==> config.mk <==
export PLATFORM = sky130hd
export DESIGN_NAME = mem_copy_engine_flat
export DESIGN_NICKNAME = d
export VERILOG_FILES = /design/src/rtl/mem_copy_engine_pkg.sv /design/src/rtl/mem_copy_engine_if.sv /design/src/rtl/mem_copy_engine.sv /design/src/flat_wrapper.sv
export SDC_FILE = /design/constraint.sdc
export NUM_CORES = 1
export LEC_CHECK = 0
export CAP_MARGIN = 20
export CORE_MARGIN = 8
export CORE_UTILIZATION = 50
export CTS_CLUSTER_SIZE = 10
export DETAILED_ROUTE_END_ITERATION = 8
export GPL_ROUTABILITY_DRIVEN = 0
export PLACE_DENSITY = 0.91
export RECOVER_POWER = 25
export SLEW_MARGIN = 20
export SYNTH_ARGS = -nofsm -noshare
export SYNTH_HDL_FRONTEND = slang
export SYNTH_SLANG_ARGS = --single-unit
==> constraint.sdc <==
create_clock -name i_clk -period 3.15 [get_ports i_clk]
set_input_delay 0.63 -clock i_clk [delete_from_list [all_inputs] [get_ports i_clk]]
set_output_delay 0.63 -clock i_clk [all_outputs]
set_load 0.01 [all_outputs]
==> src/rtl/mem_copy_engine_pkg.sv <==
// mem_pkg: shared widths, byte type and copy-engine state encoding.
package mem_pkg;
  localparam int ADDR_W = 8;
  localparam int DATA_W = 8;
  typedef logic [7:0] byte_t;
  typedef enum logic [2:0] {IDLE, RD, WR, FILL, DONE} copy_state_t;
endpackage

==> src/rtl/mem_copy_engine_if.sv <==
// mem_copy_engine_if: 256x8 data-memory port with combinational read data.
interface mem_copy_engine_if;
  import mem_pkg::*;
  logic [ADDR_W-1:0] addr;
  logic              we;
  logic [DATA_W-1:0] wdata;
  logic [DATA_W-1:0] rdata;
  modport master (output addr, output we, output wdata, input rdata);
  modport slave (input addr, input we, input wdata, output rdata);
endinterface

==> src/rtl/mem_copy_engine.sv <==
// mem_copy_engine: block copy/fill over the data memory with a mod-256 checksum of written bytes.
module mem_copy_engine
  import mem_pkg::*;
(
  input  logic              i_clk,
  input  logic              i_rst,
  input  logic              i_start,
  input  logic              i_mode,
  input  logic [ADDR_W-1:0] i_src_addr,
  input  logic [ADDR_W-1:0] i_dst_addr,
  input  byte_t             i_len,
  input  logic [DATA_W-1:0] i_fill_val,
  mem_copy_engine_if.master mem,
  output logic              o_busy,
  output logic              o_done,
  output logic [DATA_W-1:0] o_sum
);
  copy_state_t       r_state, w_next;
  logic [ADDR_W-1:0] r_src, r_dst;
  byte_t             r_cnt;
  logic [DATA_W-1:0] r_data, r_fill, r_sum;
  always_ff @(posedge i_clk) begin
    if (i_rst) begin
      r_state <= IDLE;
      r_src   <= '0;
      r_dst   <= '0;
      r_cnt   <= '0;
      r_data  <= '0;
      r_fill  <= '0;
      r_sum   <= '0;
    end else begin
      r_state <= w_next;
      case (r_state)
        IDLE: if (i_start) begin
          r_src  <= i_src_addr;
          r_dst  <= i_dst_addr;
          r_cnt  <= i_len;
          r_fill <= i_fill_val;
          r_sum  <= '0;
        end
        RD: r_data <= mem.rdata;
        WR: begin
          r_sum <= r_sum + r_data;
          r_src <= r_src + 1'b1;
          r_dst <= r_dst + 1'b1;
          r_cnt <= r_cnt - 1'b1;
        end
        FILL: begin
          r_sum <= r_sum + r_fill;
          r_dst <= r_dst + 1'b1;
          r_cnt <= r_cnt - 1'b1;
        end
        default: ;
      endcase
    end
  end
  // Reset gates every port output so a reset landing on a write cycle suppresses that write.
  always_comb begin
    w_next    = r_state;
    mem.addr  = '0;
    mem.we    = 1'b0;
    mem.wdata = '0;
    if (!i_rst) case (r_state)
      IDLE: w_next = !i_start ? IDLE : i_len == '0 ? DONE : i_mode ? FILL : RD;
      RD: begin
        mem.addr = r_src;
        w_next   = WR;
      end
      WR: begin
        mem.addr  = r_dst;
        mem.wdata = r_data;
        mem.we    = 1'b1;
        w_next    = r_cnt == 8'd1 ? DONE : RD;
      end
      FILL: begin
        mem.addr  = r_dst;
        mem.wdata = r_fill;
        mem.we    = 1'b1;
        w_next    = r_cnt == 8'd1 ? DONE : FILL;
      end
      default: w_next = IDLE;
    endcase
  end
  assign o_busy = !i_rst && r_state != IDLE;
  assign o_done = !i_rst && r_state == DONE;
  assign o_sum  = i_rst ? '0 : r_sum;
endmodule

==> src/flat_wrapper.sv <==
// flat-port wrapper written by rule: the top's interface ports become plain ports
module mem_copy_engine_flat import mem_pkg::*;
  (i_clk, i_rst, i_start, i_mode, i_src_addr, i_dst_addr, i_len, i_fill_val, o_busy, o_done, o_sum, mem_addr, mem_we, mem_wdata, mem_rdata);
  mem_copy_engine_if mem_i ();
  input  logic i_clk;
  input  logic i_rst;
  input  logic i_start;
  input  logic i_mode;
  input  logic [ADDR_W-1:0] i_src_addr;
  input  logic [ADDR_W-1:0] i_dst_addr;
  input  byte_t i_len;
  input  logic [DATA_W-1:0] i_fill_val;
  output logic o_busy;
  output logic o_done;
  output logic [DATA_W-1:0] o_sum;
  output wire logic [$bits(mem_i.addr)-1:0] mem_addr;
  output wire logic [$bits(mem_i.we)-1:0] mem_we;
  output wire logic [$bits(mem_i.wdata)-1:0] mem_wdata;
  input wire logic [$bits(mem_i.rdata)-1:0] mem_rdata;
  assign mem_addr = mem_i.addr;
  assign mem_we = mem_i.we;
  assign mem_wdata = mem_i.wdata;
  assign mem_i.rdata = mem_rdata;
  mem_copy_engine u_core (.i_clk(i_clk), .i_rst(i_rst), .i_start(i_start), .i_mode(i_mode), .i_src_addr(i_src_addr), .i_dst_addr(i_dst_addr), .i_len(i_len), .i_fill_val(i_fill_val), .mem(mem_i), .o_busy(o_busy), .o_done(o_done), .o_sum(o_sum));
endmodule
==> run metrics <==
die area between 0.008 and 0.009 mm2; FFs w/ async S/R, synth 0%; slowest stage delay, CP about 500 ps; LEAKAGE 1.41 nW; io pins 71; crit start category register; PostCTS Resize Cnt 0; fmax about 360 MHz; Final Slew Violations 0; RSZ-0062 raised after global routing no; CP Cell Sequence nand3b_1 -> mux2_2 -> ha_1 -> inv_1 -> fa_1 -> nor2b_1 -> o21a_1 -> o211a_1 -> o31a_1 -> o31ai_1; routed via count 3,050; Slew @ Worst Pin 1010 ps; clock sink count 51; P&R area growth vs syn 27.8%; cell-internal power 1.09 mW; FF/Latch Area about 0.0010 mm2; Total Routing Usage GR between 10% and 20%; sw frac approximately a third; Syn Area/Cell around 7.8 um2; Die Ht slightly above 90 um; DRC 0; Clock Latency Late Sink a little over 300 ps; Crit Path Class register to register; Clk pwr share approximately 24%; register area share after synthesis 34.5%; Yosys reg bits a little over 50; status finished clean; Buf+Inv Stages, Crit Path 1; largest net degree at the start of global routing 36; Hold Path Class register to register; Root Driver clkbuf_8; H-Tree Depth 2; Pre-antenna DRT Iters 5; CTS Hold Buffers Added 0; Clock Skews about 9 ps; clock tree from TritonCTS built; CP delay by family, top compound AO/OA/AOI/OAI gates; Num CTS Buffers 5; final critical-path share of the clock period between 80% and 90%; Post-synth EDFFs 0; commonest non-fill, non-tap cells in the layout clkdlybuf4s50_1, nand2_1, dfxtp_1, nor2_1, a21oi_1; Post-CTS Setup Bufs 0; layout cell share with drive strength beyond 1 just over 6%; Worst-path clk slew approximately 90 ps; most common cell after layout, fill and taps aside clkdlybuf4s50_1; fillers about 490; maximum fanout along the worst path 10; Pwr Density 430 mW/mm2; NetSw between 0.5 and 0.6 mW; sequential cell fraction of total power a little under half; Tmin final 2810 ps; Mapped Nets about 440; total grt overflow 0; post-DP HPWL 6280 um; NumNets Final ~500; Worst Setup End Kind register; PortBufs 70; Synth area leader dfxtp_1; initial antenna violation count 0; Starting DRT DRC Count ~240; YS warnings 0; ys flop type dfxtp_1; Core Box Area ~0.0058 mm2; final setup vio count 0; final hold viol count 0; vias in the first global route 3,132; Die Width between 90 and 100 um; worst vdd ir ~0.00022 V; combinational share of power between 20% and 30%; Slew headroom between 30% and 40%; Yosys cell types 52; MaxCap Viol Count 0; Pwr Total ~1.6 mW; mapped cell area 0.00296 mm2; overall routed net length 8400 um; n_diodes 0; starting density of the core between 50% and 60%; post-route ant nets 0; top cell type's share of synthesized area 34.5%; CP arrival 3040 ps; drt via density 5.91; CP max stage cell dfxtp_1; num rows 28; WP data required between 3000 and 4000 ps; Synth Instances 381; ranking of synthesized cells by area dfxtp_1, nand2_1, nor2_1; Setup TNS 0 ps; first-pass GRT wire length about 14,000 um; routed len/inst approximately 16 um; clock buffer depth 2; Multi-input gate area around 0.0018 mm2
## Yosys cell counts, drive strengths merged, types with 2 or more instances
library cell,instances
nand2,52
dfxtp,51
nor2,47
a21oi,35
clkbuf,19
o21ai,18
a211oi,12
ha,11
inv,11
nor3,11
a22oi,9
mux2i,9
nor2b,9
buf,8
mux2,8
nand3,8
a31oi,6
nor4,6
a221oi,5
and3,4
nor3b,4
a32oi,3
nand3b,3
o22ai,3
a2111oi,2
a311oi,2
and2,2
nand2b,2
o21a,2
or3b,2
xor2,2
## path summary, 6_finish.rpt
path | start | to | slack, ps | cells past startpoint
setup reg to reg | u_core.r_state[1] | u_core.r_sum[6] | 340 | 10
setup / recovery | u_core.r_state[1] | u_core.r_sum[6] | 340 | 10
hold reg to reg | u_core.r_dst[7] | u_core.r_dst[7] | 470 | 2
hold / removal | u_core.r_dst[7] | u_core.r_dst[7] | 470 | 2
## sequential cells by signal (all words and copies together), names as in the netlist
| register | count |
|---|---|
| u_core.r_cnt | 8 |
| u_core.r_data | 8 |
| u_core.r_dst | 8 |
| u_core.r_fill | 8 |
| u_core.r_src | 8 |
| u_core.r_state | 3 |
| u_core.r_sum | 8 |
## cell families (layout without fill, tap and decap cells)
family	count (synthesis)	in the layout	share of synthesized area (%)
buf+inv	38	98	5.50
mux	17	17	6.22
fa+ha+maj	12	12	5.33
simple gates	154	154	24.4
flops	51	51	34.5
compound gates	106	106	23.1
xor+xnor	3	3	0.888
## stage by stage
step	instances	setup WS, ps	area [um2]	util (%)	hold WS, ps
after detailed placement	508	427	3690	63.5	461
after CTS	516	351	3790	65.1	475
final	516	339	3780	65.0	474
after floorplan	381	606	2960	-	435
after global placement	508	545	3690	63.5	446
after global routing	516	192	3780	65.0	496
## power by group through the flow
stage | clock network (mW) | registers (mW) | logic [mW]
after detailed placement | 0 | 0.784 | 0.453
after global placement | 0 | 0.779 | 0.436
final | 0.397 | 0.771 | 0.457
after global routing | 0.428 | 0.780 | 0.507
after floorplan | 0 | 0.762 | 0.313
after CTS | 0.403 | 0.769 | 0.455
## worst reg2reg max path, cell delays in order, from the launching register on
cell and delay (ps):
dfxtp_1 500, nand3b_1 370, mux2_2 400, ha_1 210, inv_1 80, fa_1 180
nor2b_1 60, o21a_1 190, o211a_1 240, o31a_1 300, o31ai_1 180
## area by class of cell
type                            instances  area share, %
Clock buffer                            7           2.28
Clock inverter                          1          0.232
Inverter                               11           1.09
Multi-Input combinational cell        292           46.8
Sequential cell                        51           27.0
Tap cell                               75           2.48
Timing Repair Buffer                   79           20.1
## layer usage
| metal | wire, um | part of all wire [%] | global-route usage (%) | up-vias |
|---|---|---|---|---|
| met5 | 0 | 0 | 0 | - |
| met4 | 184 | 2.2 | 8.59 | 0 |
| met3 | 644 | 7.7 | 4.94 | 21 |
| met2 | 4050 | 48 | 32.7 | 115 |
| met1 | 3520 | 42 | 23.3 | 1423 |
| li1 | - | - | - | 1491 |
Power figures use the tool's default switching activity.
